## config.mk

```make
export PLATFORM = sky130hd
export DESIGN_NAME = rggen_indirect_access_sequencer_flat
export DESIGN_NICKNAME = d
export VERILOG_FILES = /design/src/rtl/rggen_indirect_access_sequencer_pkg.sv /design/src/rtl/rggen_indirect_access_sequencer_if.sv /design/src/rtl/rggen_indirect_access_sequencer.sv /design/src/flat_wrapper.sv
export SDC_FILE = /design/constraint.sdc
export NUM_CORES = 1
export LEC_CHECK = 0
export ABC_AREA = 1
export CAP_MARGIN = 20
export CORE_MARGIN = 8
export CORE_UTILIZATION = 30
export DETAILED_ROUTE_END_ITERATION = 16
export GPL_TIMING_DRIVEN = 0
export PLACE_DENSITY = 0.63
export SKIP_LAST_GASP = 1
export SLEW_MARGIN = 20
export SYNTH_ARGS = -nofsm -noshare
export SYNTH_HDL_FRONTEND = slang
export SYNTH_SLANG_ARGS = --single-unit
```

## constraint.sdc

```tcl
create_clock -name i_clk -period 1.95 [get_ports i_clk]
set_input_delay 0.585 -clock i_clk [delete_from_list [all_inputs] [get_ports i_clk]]
set_output_delay 0.585 -clock i_clk [all_outputs]
set_load 0.05 [all_outputs]
```

## src/rtl/rggen_indirect_access_sequencer_pkg.sv

```systemverilog
// Shared types and constants for the indirect access sequencer:
// FSM state encoding, register-bus status codes and an error helper.
package rggen_indirect_sequencer_pkg;

  typedef enum logic [1:0] {
    IDLE,
    INDEX_WR,
    DATA_ACC,
    RESP
  } state_e;

  localparam logic [1:0] STATUS_OKAY         = 2'b00;
  localparam logic [1:0] STATUS_EXOKAY       = 2'b01;
  localparam logic [1:0] STATUS_SLAVE_ERROR  = 2'b10;
  localparam logic [1:0] STATUS_DECODE_ERROR = 2'b11;

  // Both error codes have the MSB set; OKAY and EXOKAY do not.
  function automatic logic is_error(input logic [1:0] status);
    return status[1];
  endfunction

endpackage

```

## src/rtl/rggen_indirect_access_sequencer_if.sv

```systemverilog
// Request, register-bus and response channels of the indirect access
// sequencer. The master modport is the sequencer's view; the slave modport
// is the surrounding environment (command source, bus, response sink).
interface rggen_indirect_access_sequencer_if #(
  parameter int ADDRESS_WIDTH = 8,
  parameter int BUS_WIDTH     = 32,
  parameter int INDEX_WIDTH   = 1
);

  // request channel
  logic                     i_req_valid;
  logic                     o_req_ready;
  logic                     i_req_write;
  logic [INDEX_WIDTH-1:0]   i_req_index;
  logic [BUS_WIDTH-1:0]     i_req_data;
  logic [BUS_WIDTH/8-1:0]   i_req_strobe;

  // register bus
  logic                     o_bus_valid;
  logic                     i_bus_ready;
  logic                     o_bus_write;
  logic [ADDRESS_WIDTH-1:0] o_bus_address;
  logic [BUS_WIDTH-1:0]     o_bus_write_data;
  logic [BUS_WIDTH/8-1:0]   o_bus_strobe;
  logic [1:0]               i_bus_status;
  logic [BUS_WIDTH-1:0]     i_bus_read_data;

  // response channel
  logic                     o_rsp_valid;
  logic                     i_rsp_ready;
  logic [1:0]               o_rsp_status;
  logic [BUS_WIDTH-1:0]     o_rsp_data;

  modport master (
    input  i_req_valid, i_req_write, i_req_index, i_req_data, i_req_strobe,
    output o_req_ready,
    output o_bus_valid, o_bus_write, o_bus_address, o_bus_write_data, o_bus_strobe,
    input  i_bus_ready, i_bus_status, i_bus_read_data,
    output o_rsp_valid, o_rsp_status, o_rsp_data,
    input  i_rsp_ready
  );

  modport slave (
    output i_req_valid, i_req_write, i_req_index, i_req_data, i_req_strobe,
    input  o_req_ready,
    input  o_bus_valid, o_bus_write, o_bus_address, o_bus_write_data, o_bus_strobe,
    output i_bus_ready, i_bus_status, i_bus_read_data,
    input  o_rsp_valid, o_rsp_status, o_rsp_data,
    output i_rsp_ready
  );

endinterface

```

## src/rtl/rggen_indirect_access_sequencer.sv

```systemverilog
// Indirect access sequencer: turns one indirect request (index + read/write)
// into an index-register write followed by a data-window access, then
// returns the final status/data on a valid/ready response channel.
// Optional feature macro: RGGEN_INDIRECT_INDEX_CACHE_EN -- remembers the last
// successfully written index and skips the index write when it repeats.
module rggen_indirect_access_sequencer
  import rggen_indirect_sequencer_pkg::*;
#(
  parameter int                       ADDRESS_WIDTH = 8,
  parameter int                       BUS_WIDTH     = 32,
  parameter int                       INDEX_WIDTH   = 1,
  parameter int                       INDEX_LSB     = 0,
  parameter logic [ADDRESS_WIDTH-1:0] INDEX_ADDRESS = '0,
  parameter logic [ADDRESS_WIDTH-1:0] DATA_ADDRESS  = '0
) (
  input logic                               i_clk,
  input logic                               i_rst_n,
  rggen_indirect_access_sequencer_if.master seq_if
);

  localparam int STRB_WIDTH = BUS_WIDTH / 8;

  state_e                  state_q, state_d;
  logic                    req_write_q, req_write_d;
  logic [INDEX_WIDTH-1:0]  req_index_q, req_index_d;
  logic [BUS_WIDTH-1:0]    req_data_q, req_data_d;
  logic [STRB_WIDTH-1:0]   req_strobe_q, req_strobe_d;
  logic [1:0]              rsp_status_q, rsp_status_d;
  logic [BUS_WIDTH-1:0]    rsp_data_q, rsp_data_d;
  logic                    index_hit;
  logic                    index_ok;
  logic [BUS_WIDTH-1:0]    index_word;

  // Index register value: the index placed at its field position.
  assign index_word = BUS_WIDTH'(req_index_q) << INDEX_LSB;

  // The index write completed without error this cycle.
  assign index_ok = (state_q == INDEX_WR) && seq_if.i_bus_ready &&
                    !is_error(seq_if.i_bus_status);

`ifdef RGGEN_INDIRECT_INDEX_CACHE_EN
  logic                   cache_valid_q, cache_valid_d;
  logic [INDEX_WIDTH-1:0] cache_index_q, cache_index_d;

  assign index_hit = cache_valid_q && (seq_if.i_req_index == cache_index_q);

  // Cache update: learn on a good index write, forget on an index error.
  always_comb begin
    cache_valid_d = cache_valid_q;
    cache_index_d = cache_index_q;
    if (index_ok) begin
      cache_valid_d = 1'b1;
      cache_index_d = req_index_q;
    end else if ((state_q == INDEX_WR) && seq_if.i_bus_ready) begin
      cache_valid_d = 1'b0;
    end
  end

  // Cache registers; reset invalidates the remembered index.
  always_ff @(posedge i_clk) begin
    if (!i_rst_n) begin
      cache_valid_q <= 1'b0;
      cache_index_q <= '0;
    end else begin
      cache_valid_q <= cache_valid_d;
      cache_index_q <= cache_index_d;
    end
  end
`else
  assign index_hit = 1'b0;
`endif

  // Next-state and holding-register update for the request/response flow.
  always_comb begin
    // NOTE: every signal gets its default first so no branch can leave one
    // unassigned, which would infer a latch.
    state_d      = state_q;
    req_write_d  = req_write_q;
    req_index_d  = req_index_q;
    req_data_d   = req_data_q;
    req_strobe_d = req_strobe_q;
    rsp_status_d = rsp_status_q;
    rsp_data_d   = rsp_data_q;

    unique case (state_q)
      IDLE: begin
        if (seq_if.i_req_valid) begin
          req_write_d  = seq_if.i_req_write;
          req_index_d  = seq_if.i_req_index;
          // Reads put zero data and strobe on the bus, so store them that way.
          req_data_d   = seq_if.i_req_write ? seq_if.i_req_data   : '0;
          req_strobe_d = seq_if.i_req_write ? seq_if.i_req_strobe : '0;
          state_d      = index_hit ? DATA_ACC : INDEX_WR;
        end
      end
      INDEX_WR: begin
        if (seq_if.i_bus_ready) begin
          if (index_ok) begin
            state_d = DATA_ACC;
          end else begin
            // The data window would address the wrong entry; report and stop.
            state_d      = RESP;
            rsp_status_d = seq_if.i_bus_status;
            rsp_data_d   = '0;
          end
        end
      end
      DATA_ACC: begin
        if (seq_if.i_bus_ready) begin
          state_d      = RESP;
          rsp_status_d = seq_if.i_bus_status;
          rsp_data_d   = req_write_q ? '0 : seq_if.i_bus_read_data;
        end
      end
      RESP: begin
        if (seq_if.i_rsp_ready) begin
          state_d = IDLE;
        end
      end
      default: state_d = IDLE;
    endcase
  end

  // Output decode: bus and response signals are driven only in their states.
  always_comb begin
    seq_if.o_req_ready      = (state_q == IDLE);
    seq_if.o_bus_valid      = 1'b0;
    seq_if.o_bus_write      = 1'b0;
    seq_if.o_bus_address    = '0;
    seq_if.o_bus_write_data = '0;
    seq_if.o_bus_strobe     = '0;
    seq_if.o_rsp_valid      = 1'b0;
    seq_if.o_rsp_status     = '0;
    seq_if.o_rsp_data       = '0;

    unique case (state_q)
      INDEX_WR: begin
        seq_if.o_bus_valid      = 1'b1;
        seq_if.o_bus_write      = 1'b1;
        seq_if.o_bus_address    = INDEX_ADDRESS;
        seq_if.o_bus_write_data = index_word;
        seq_if.o_bus_strobe     = '1;
      end
      DATA_ACC: begin
        seq_if.o_bus_valid      = 1'b1;
        seq_if.o_bus_write      = req_write_q;
        seq_if.o_bus_address    = DATA_ADDRESS;
        seq_if.o_bus_write_data = req_data_q;
        seq_if.o_bus_strobe     = req_strobe_q;
      end
      RESP: begin
        seq_if.o_rsp_valid  = 1'b1;
        seq_if.o_rsp_status = rsp_status_q;
        seq_if.o_rsp_data   = rsp_data_q;
      end
      default: ;
    endcase
  end

  // State and holding registers with synchronous active-low reset.
  always_ff @(posedge i_clk) begin
    if (!i_rst_n) begin
      // NOTE: the payload registers are reset as well, so everything derived
      // from them reads zero straight out of reset.
      state_q      <= IDLE;
      req_write_q  <= 1'b0;
      req_index_q  <= '0;
      req_data_q   <= '0;
      req_strobe_q <= '0;
      rsp_status_q <= '0;
      rsp_data_q   <= '0;
    end else begin
      // NOTE: non-blocking assignments so every register samples the values
      // from before this edge, independent of statement order.
      state_q      <= state_d;
      req_write_q  <= req_write_d;
      req_index_q  <= req_index_d;
      req_data_q   <= req_data_d;
      req_strobe_q <= req_strobe_d;
      rsp_status_q <= rsp_status_d;
      rsp_data_q   <= rsp_data_d;
    end
  end

endmodule

```

## src/flat_wrapper.sv

```systemverilog
// flat-port wrapper written by rule: the top's interface ports become plain ports
module rggen_indirect_access_sequencer_flat import rggen_indirect_sequencer_pkg::*;
#(
  parameter int                       ADDRESS_WIDTH = 8,
  parameter int                       BUS_WIDTH     = 32,
  parameter int                       INDEX_WIDTH   = 1,
  parameter int                       INDEX_LSB     = 0,
  parameter logic [ADDRESS_WIDTH-1:0] INDEX_ADDRESS = '0,
  parameter logic [ADDRESS_WIDTH-1:0] DATA_ADDRESS  = '0
)
  (i_clk, i_rst_n, seq_if_i_req_valid, seq_if_i_req_write, seq_if_i_req_index, seq_if_i_req_data, seq_if_i_req_strobe, seq_if_o_req_ready, seq_if_o_bus_valid, seq_if_o_bus_write, seq_if_o_bus_address, seq_if_o_bus_write_data, seq_if_o_bus_strobe, seq_if_i_bus_ready, seq_if_i_bus_status, seq_if_i_bus_read_data, seq_if_o_rsp_valid, seq_if_o_rsp_status, seq_if_o_rsp_data, seq_if_i_rsp_ready);
  rggen_indirect_access_sequencer_if #(.ADDRESS_WIDTH(ADDRESS_WIDTH), .BUS_WIDTH(BUS_WIDTH), .INDEX_WIDTH(INDEX_WIDTH)) seq_if_i ();
  input logic i_clk;
  input logic i_rst_n;
  input wire logic [$bits(seq_if_i.i_req_valid)-1:0] seq_if_i_req_valid;
  input wire logic [$bits(seq_if_i.i_req_write)-1:0] seq_if_i_req_write;
  input wire logic [$bits(seq_if_i.i_req_index)-1:0] seq_if_i_req_index;
  input wire logic [$bits(seq_if_i.i_req_data)-1:0] seq_if_i_req_data;
  input wire logic [$bits(seq_if_i.i_req_strobe)-1:0] seq_if_i_req_strobe;
  output wire logic [$bits(seq_if_i.o_req_ready)-1:0] seq_if_o_req_ready;
  output wire logic [$bits(seq_if_i.o_bus_valid)-1:0] seq_if_o_bus_valid;
  output wire logic [$bits(seq_if_i.o_bus_write)-1:0] seq_if_o_bus_write;
  output wire logic [$bits(seq_if_i.o_bus_address)-1:0] seq_if_o_bus_address;
  output wire logic [$bits(seq_if_i.o_bus_write_data)-1:0] seq_if_o_bus_write_data;
  output wire logic [$bits(seq_if_i.o_bus_strobe)-1:0] seq_if_o_bus_strobe;
  input wire logic [$bits(seq_if_i.i_bus_ready)-1:0] seq_if_i_bus_ready;
  input wire logic [$bits(seq_if_i.i_bus_status)-1:0] seq_if_i_bus_status;
  input wire logic [$bits(seq_if_i.i_bus_read_data)-1:0] seq_if_i_bus_read_data;
  output wire logic [$bits(seq_if_i.o_rsp_valid)-1:0] seq_if_o_rsp_valid;
  output wire logic [$bits(seq_if_i.o_rsp_status)-1:0] seq_if_o_rsp_status;
  output wire logic [$bits(seq_if_i.o_rsp_data)-1:0] seq_if_o_rsp_data;
  input wire logic [$bits(seq_if_i.i_rsp_ready)-1:0] seq_if_i_rsp_ready;
  assign seq_if_i.i_req_valid = seq_if_i_req_valid;
  assign seq_if_i.i_req_write = seq_if_i_req_write;
  assign seq_if_i.i_req_index = seq_if_i_req_index;
  assign seq_if_i.i_req_data = seq_if_i_req_data;
  assign seq_if_i.i_req_strobe = seq_if_i_req_strobe;
  assign seq_if_o_req_ready = seq_if_i.o_req_ready;
  assign seq_if_o_bus_valid = seq_if_i.o_bus_valid;
  assign seq_if_o_bus_write = seq_if_i.o_bus_write;
  assign seq_if_o_bus_address = seq_if_i.o_bus_address;
  assign seq_if_o_bus_write_data = seq_if_i.o_bus_write_data;
  assign seq_if_o_bus_strobe = seq_if_i.o_bus_strobe;
  assign seq_if_i.i_bus_ready = seq_if_i_bus_ready;
  assign seq_if_i.i_bus_status = seq_if_i_bus_status;
  assign seq_if_i.i_bus_read_data = seq_if_i_bus_read_data;
  assign seq_if_o_rsp_valid = seq_if_i.o_rsp_valid;
  assign seq_if_o_rsp_status = seq_if_i.o_rsp_status;
  assign seq_if_o_rsp_data = seq_if_i.o_rsp_data;
  assign seq_if_i.i_rsp_ready = seq_if_i_rsp_ready;
  rggen_indirect_access_sequencer #(.ADDRESS_WIDTH(ADDRESS_WIDTH), .BUS_WIDTH(BUS_WIDTH), .INDEX_WIDTH(INDEX_WIDTH), .INDEX_LSB(INDEX_LSB), .INDEX_ADDRESS(INDEX_ADDRESS), .DATA_ADDRESS(DATA_ADDRESS)) u_core (.i_clk(i_clk), .i_rst_n(i_rst_n), .seq_if(seq_if_i));
endmodule
```

==> results of run 1 <==
## repair_timing
action / CTS / global route
gates resized for setup: 626 / 134
cloned: 5 / 3
hold buffers: 0 / 0
buffers inserted: 5 / 4
pin swaps: 16 / 46
setup endpoints to repair: 74 / 72
endpoints found under the hold margin: 0 / 0
## power by group through the flow
stage                     registers, W  clock network (W)  logic, W
after floorplan                0.00176                  0   0.00170
after global placement         0.00177                  0   0.00231
after detailed placement       0.00178                  0   0.00233
after CTS                      0.00180            0.00171   0.00300
after global routing           0.00185            0.00179   0.00349
final                          0.00183            0.00167   0.00326
## layout make-up
type,count,area [µm²]
Tap cell,143,179
Clock buffer,11,253
Inverter,77,524
Multi-Input combinational cell,329,2120
Fill cell,985,4420
Clock inverter,5,52.6
Timing Repair Buffer,167,2050
Sequential cell,74,1490
Buffer,43,429
## layout by cell type, fill, tap and decap left out, types with 2 or more instances in the layout
| master | Yosys | layout |
|---|---|---|
| a21oi_1 | 73 | 73 |
| buf_12 | 0 | 5 |
| buf_2 | 7 | 6 |
| buf_4 | 14 | 23 |
| buf_6 | 8 | 17 |
| buf_8 | 0 | 64 |
| clkbuf_1 | 14 | 8 |
| clkbuf_16 | 0 | 17 |
| clkbuf_8 | 0 | 3 |
| clkdlybuf4s50_1 | 0 | 76 |
| clkinv_2 | 0 | 3 |
| clkinvlp_4 | 0 | 61 |
| conb_1 | 1 | 8 |
| dfxtp_1 | 74 | 72 |
| dfxtp_4 | 0 | 2 |
| ha_4 | 0 | 3 |
| inv_1 | 75 | 7 |
| inv_2 | 2 | 7 |
| inv_4 | 0 | 2 |
| nand2_1 | 184 | 116 |
| nand2_2 | 0 | 12 |
| nand2_4 | 1 | 56 |
| nand2_8 | 1 | 2 |
| nand3_1 | 4 | 4 |
| nand4_1 | 32 | 32 |
| nor2_1 | 13 | 3 |
| nor2_4 | 2 | 12 |
| nor2_8 | 2 | 2 |
| o21ai_0 | 2 | 2 |
## per-layer routing
layer | vias up | part of all wire (%) | wire length (µm)
met5 | - | 0 | 0
met3 | 10 | 12 | 1600
met4 | 0 | 0.84 | 110
met2 | 165 | 45 | 5990
li1 | 1958 | - | -
met1 | 1787 | 42 | 5470
## final timing paths
path                                 end  slack [ps]  cells past startpoint
max          seq_if_o_bus_write_data[27]        -220                      7
min                u_core.req_data_q[13]         480                      2
max reg2reg        u_core.rsp_data_q[19]         280                     10
min reg2reg        u_core.req_data_q[13]         480                      2
## logic make-up (layout without fill, tap and decap cells)
| family | after synthesis | count (layout) | synth area share, % |
|---|---|---|---|
| other | 1 | 8 | 0.105 |
| buffers and inverters | 120 | 303 | 16.1 |
| AOI/OAI and AO/OA | 76 | 76 | 10.8 |
| adders and majority gates | 5 | 5 | 1.76 |
| DFF | 74 | 74 | 41.6 |
| and+or+nand+nor | 240 | 240 | 29.7 |
## critical path: stages (launching register included)
cell        delay, ps
dfxtp_4           390
inv_6              50
ha_4              170
buf_12            150
clkbuf_16         170
nand2_4            70
clkinvlp_4         90
buf_8             150
## sequential cells by signal, summed over array words and instances, names as in the netlist
name,count
u_core.rsp_data_q,32
u_core.rsp_status_q,2
u_core.req_index_q,1
u_core.req_strobe_q,4
u_core.req_write_q,1
u_core.req_data_q,32
u_core.state_q,2
## metrics by stage
| step | util, % | TNS [ps] | total power [W] | std cells | cell area [µm²] |
|---|---|---|---|---|---|
| 6_report | 61.6 | -11190 | 0.00676 | 849 | 7090 |
| 3_5_place_dp | 48.4 | -59460 | 0.00411 | 816 | 5580 |
| 4_1_cts | 56.5 | -14030 | 0.00652 | 842 | 6510 |
| 3_3_place_gp | 48.4 | -57470 | 0.00409 | 816 | 5580 |
| 5_1_grt | 61.6 | -15570 | 0.00713 | 849 | 7090 |
| 2_1_floorplan | - | -670 | 0.00346 | 523 | 3900 |
==> metrics, run 1 <==
Post-synth ARST share=0%; grt met2 use=25.1%; Syn Area/Cell=6.90 µm²; I/O Buffers=150; Die Ht=125 µm; largest area contributor in the netlist=dfxtp_1; Most Crowded Layer GR=met2; RSZ-0062 raised after global routing=true; Startpoint Class=flip-flop; sequential area share after synthesis=41.6%; Slew @ Worst Pin=602 ps; final setup margin=-221 ps; iteration count of the initial detailed-routing pass=4; Critical Path RT=1360 ps; Area contributors post-synth=dfxtp_1 42%, nand2_1 19%, a21oi_1 10%; Hold Startpoint=u_core.req_data_q[13]; GR Util met3=8.58%; maxcap violations=0; reg2reg start=u_core.state_q[0]; residual DRC count=0; crit path launch=u_core.state_q[0]; most frequent cell after synthesis=nand2_1; WHS=475 ps; CTS tree=done; core area=0.0115 mm²; total vias in the final route=3920; Yosys warnings=0; area delta synth->final=99.2%; worst min path class=reg2reg; Worst Path Max Fanout=6; clock share of power=24.7%; PD cells=954 mW/mm²; number of synthesized register bits=74; Final Skew=7.05 ps; prevailing post-synth register cell=dfxtp_1; Seq pwr share=27.1%; largest net degree at the start of global routing=13; gr ovfl total=0; Worst EP arrival=1590 ps; final hold vios=0; f_max=461 MHz; Die W=125 µm; I/O pins=159; initial antenna violation count=0; Post-synth EDFFs=0; CTS Buf Count=9; clock buffer depth=2; row count=39; VDD IR-drop max=0.496 mV; Post-Synthesis Cells=516; RePlAce Congestion=0.809; mapped cell area=0.00356 mm²; Die Footprint=0.0156 mm²; Net count, final=783; Logic pwr share=48.2%; Skew-Pair Late Insertion Delay=330 ps; Total GRT Usage=16.0%; post-layout minimum cycle time=2170 ps; Worst-path clk slew=60 ps; starting density of the core=30.9%; fin. max-slew vios=0; Setup WS pre-CTS=-1040 ps; P_int=0.00411 W; routed length per instance=15.5 µm; hpwl dp=9.15 mm; Max transition margin=59.9%; Commonest cells post-synth=184 x nand2_1, 75 x inv_1, 74 x dfxtp_1; kind of critical path=reg2out; fin crit share=111%; failing checks=negative setup slack; Net Sw Frac=39.3%; Root Driver=clkbuf_16; Yosys cell types=21; # setup viols final=67; vias in the first global route=3953; DR iter-0 viols=222; Net Sw Power=0.00266 W; Via density=4.62; met1 GRT Util=18.5%; total wire length=13.2 mm; Post-DRT Antenna Nets=0; number of antenna diodes=0; share of post-route cells with drive strength above 1=42.9%; # clock sinks=74; status=complete, but fails checks; Yosys top cell area share=41.6%; CTS HTree Levels=3; Leak=3.19 nW; first-pass GRT wire length=20.4 mm; crit end category=primary output
(Power assumes the default switching activity.)
==> run 2: changes to the inputs <==
- CTS_CLUSTER_SIZE: unset -> 8
- RECOVER_POWER: unset -> 50
==> run 2 against run 1 <==
Net effect: the run still ends with negative setup slack left; sequential share of layout area up 0.089 points; core utilization fell by 0.26 points; via count fell by 0.20%; sequential power hardly changed; worst setup slack better by 2.2 ps; clock skew about the same; design area down 0.42%; maximum frequency about the same; clock-buffer cell count stayed put; die area stayed put; cell count stayed put; routed wire length grew 0.40%; critical path type unchanged; largest cell class unchanged.
==> metrics, run 2 (synthesis gave the netlist of run 1 again) <==
vias in the first global route=3953; failing checks=negative setup slack; reg2reg start=u_core.state_q[0]; CTS Buf Count=9; clock buffer depth=2; Die W=125 µm; Startpoint Class=flip-flop; Post-DRT Antenna Nets=0; gr ovfl total=0; CP peak stage delay=390 ps; RSZ-0062 raised after global routing=true; Worst path depth=7; hpwl dp=9.15 mm; worst min path class=reg2reg; total vias in the final route=3912; Final Skew=7.04 ps; I/O pins=159; Via density=4.61; Die Footprint=0.0156 mm²; Die Ht=125 µm; setup TNS=-11160 ps; final hold vios=0; worst setup path endpoint=seq_if_o_bus_write_data[27]; # setup viols final=67; initial antenna violation count=0; status=complete, but fails checks; first-pass GRT wire length=20.4 mm; iteration count of the initial detailed-routing pass=4; maxcap violations=0; CP max-delay cell=dfxtp_4; VDD IR-drop max=0.494 mV; Skew-Pair Late Insertion Delay=330 ps; reg2reg path depth=10; Critical Path RT=1360 ps; Net count, final=783; Crit path buffers/inverters=5; largest registers=u_core.req_data_q (32), u_core.rsp_data_q (32), u_core.req_strobe_q (4); kind of critical path=reg2out; fin crit share=111%; Slew @ Worst Pin=609 ps; Setup WS pre-CTS=-1040 ps; RePlAce Congestion=0.809; core area=0.0115 mm²; CTS HTree Levels=3; share of post-route cells with drive strength above 1=42.6%; crit path launch=u_core.state_q[0]; PD cells=951 mW/mm²; starting density of the core=30.9%; total wire length=13.2 mm; Worst Path Max Fanout=6; Worst-path clk slew=60 ps; leading cell type in the layout, fill and taps excluded=nand2_1; Root Driver=clkbuf_16; final setup margin=-219 ps; R2R Setup Slk=50 ps; critical register-to-register path endpoint=u_core.rsp_data_q[7]; most frequent cells in the layout=117 x nand2_1, 74 x clkdlybuf4s50_1, 73 x a21oi_1; hold_buf cts=0; CTS tree=done; Total GRT Usage=16.0%; fin. max-slew vios=0; area delta synth->final=98.3%; largest delay contributor family on the critical path=buffers and inverters; I/O Buffers=150; # clock sinks=74; crit end category=primary output; post-layout minimum cycle time=2170 ps; worst-path cell chain=inv_6, ha_4, buf_12, clkbuf_16, nand2_4, clkinvlp_4, buf_8; number of antenna diodes=0; Max transition margin=59.4%; Leak=3.17 nW; residual DRC count=0; f_max=461 MHz; DR iter-0 viols=182; largest net degree at the start of global routing=13; routed length per instance=15.6 µm; Worst EP arrival=1580 ps; row count=39
run 2: cell types whose count changed in the layout (fill, tap and decap cells not counted), sizes merged:
cell	before	now
buf	115	114
clkbuf	29	30
clkdlybuf4s50	76	74
dlygate4sd3	0	2
run 2: worst min-delay path by stage:
stage,depth (start not counted),startpoint,end,slack [ps]
after floorplan,2,u_core.rsp_status_q[1],u_core.rsp_status_q[1],440
after global placement,2,u_core.rsp_status_q[1],u_core.rsp_status_q[1],450
after detailed placement,2,u_core.rsp_data_q[0],u_core.rsp_data_q[0],450
after CTS,2,u_core.rsp_data_q[0],u_core.rsp_data_q[0],460
after global routing,2,u_core.req_data_q[13],u_core.req_data_q[13],500
final,2,u_core.rsp_data_q[0],u_core.rsp_data_q[0],470
run 2: layout make-up:
class                      instances  area [µm²]
tap                              143         179
multi-input combinational        329        2090
clock inverter                     5        52.6
buffer                            43         429
inverter                          77         524
clock buffer                      11         253
sequential                        74        1490
timing repair buffer             167        2050
fill                             987        4450
run 2: power breakdown:
part           switching (W)  internal (W)
Combinational        0.00185       0.00137
Sequential          0.000166       0.00166
Clock               0.000617       0.00105
run 2: timing repair:
| action | CTS | global route |
|---|---|---|
| endpoints found under the setup margin | 74 | 72 |
| buffers inserted | 5 | 4 |
| gates cloned | 5 | 3 |
| resized for setup | 626 | 134 |
| pin swaps | 16 | 46 |
run 2: worst register-to-register path, stage by stage, from the launching register on:
cell and delay [ps]:
dfxtp_4 370, inv_6 80, ha_4 160, buf_12 150
nor2_8 40, buf_4 140, nor2_4 220, nand2_1 260
buf_6 220, nand2_1 60, a21oi_1 60
run 2: per-stage QoR:
stage | total power [W] | cell area, µm² | hold slack, ps | instances | utilization [%]
after CTS | 0.00652 | 6510 | 464 | 842 | 56.5
after detailed placement | 0.00411 | 5580 | 454 | 816 | 48.4
after global placement | 0.00409 | 5580 | 448 | 816 | 48.4
after floorplan | 0.00346 | 3900 | 439 | 523 | -
after global routing | 0.00708 | 7060 | 499 | 849 | 61.3
final | 0.00672 | 7060 | 475 | 849 | 61.3
run 2: metal layers:
| metal | share of wire, % | GRT usage [%] | vias up |
|---|---|---|---|
| li1 | - | - | 1959 |
| met1 | 42 | 18.5 | 1788 |
| met2 | 46 | 25.1 | 159 |
| met3 | 12 | 8.58 | 6 |
| met4 | 0.62 | 4.66 | 0 |
| met5 | 0 | 0 | - |
==> run 3: changes to the inputs <==
- SLEW_MARGIN: 20 -> 40
==> results of run 3 <==
No change in the layout: final DEF, timing and power equal those of run 2.
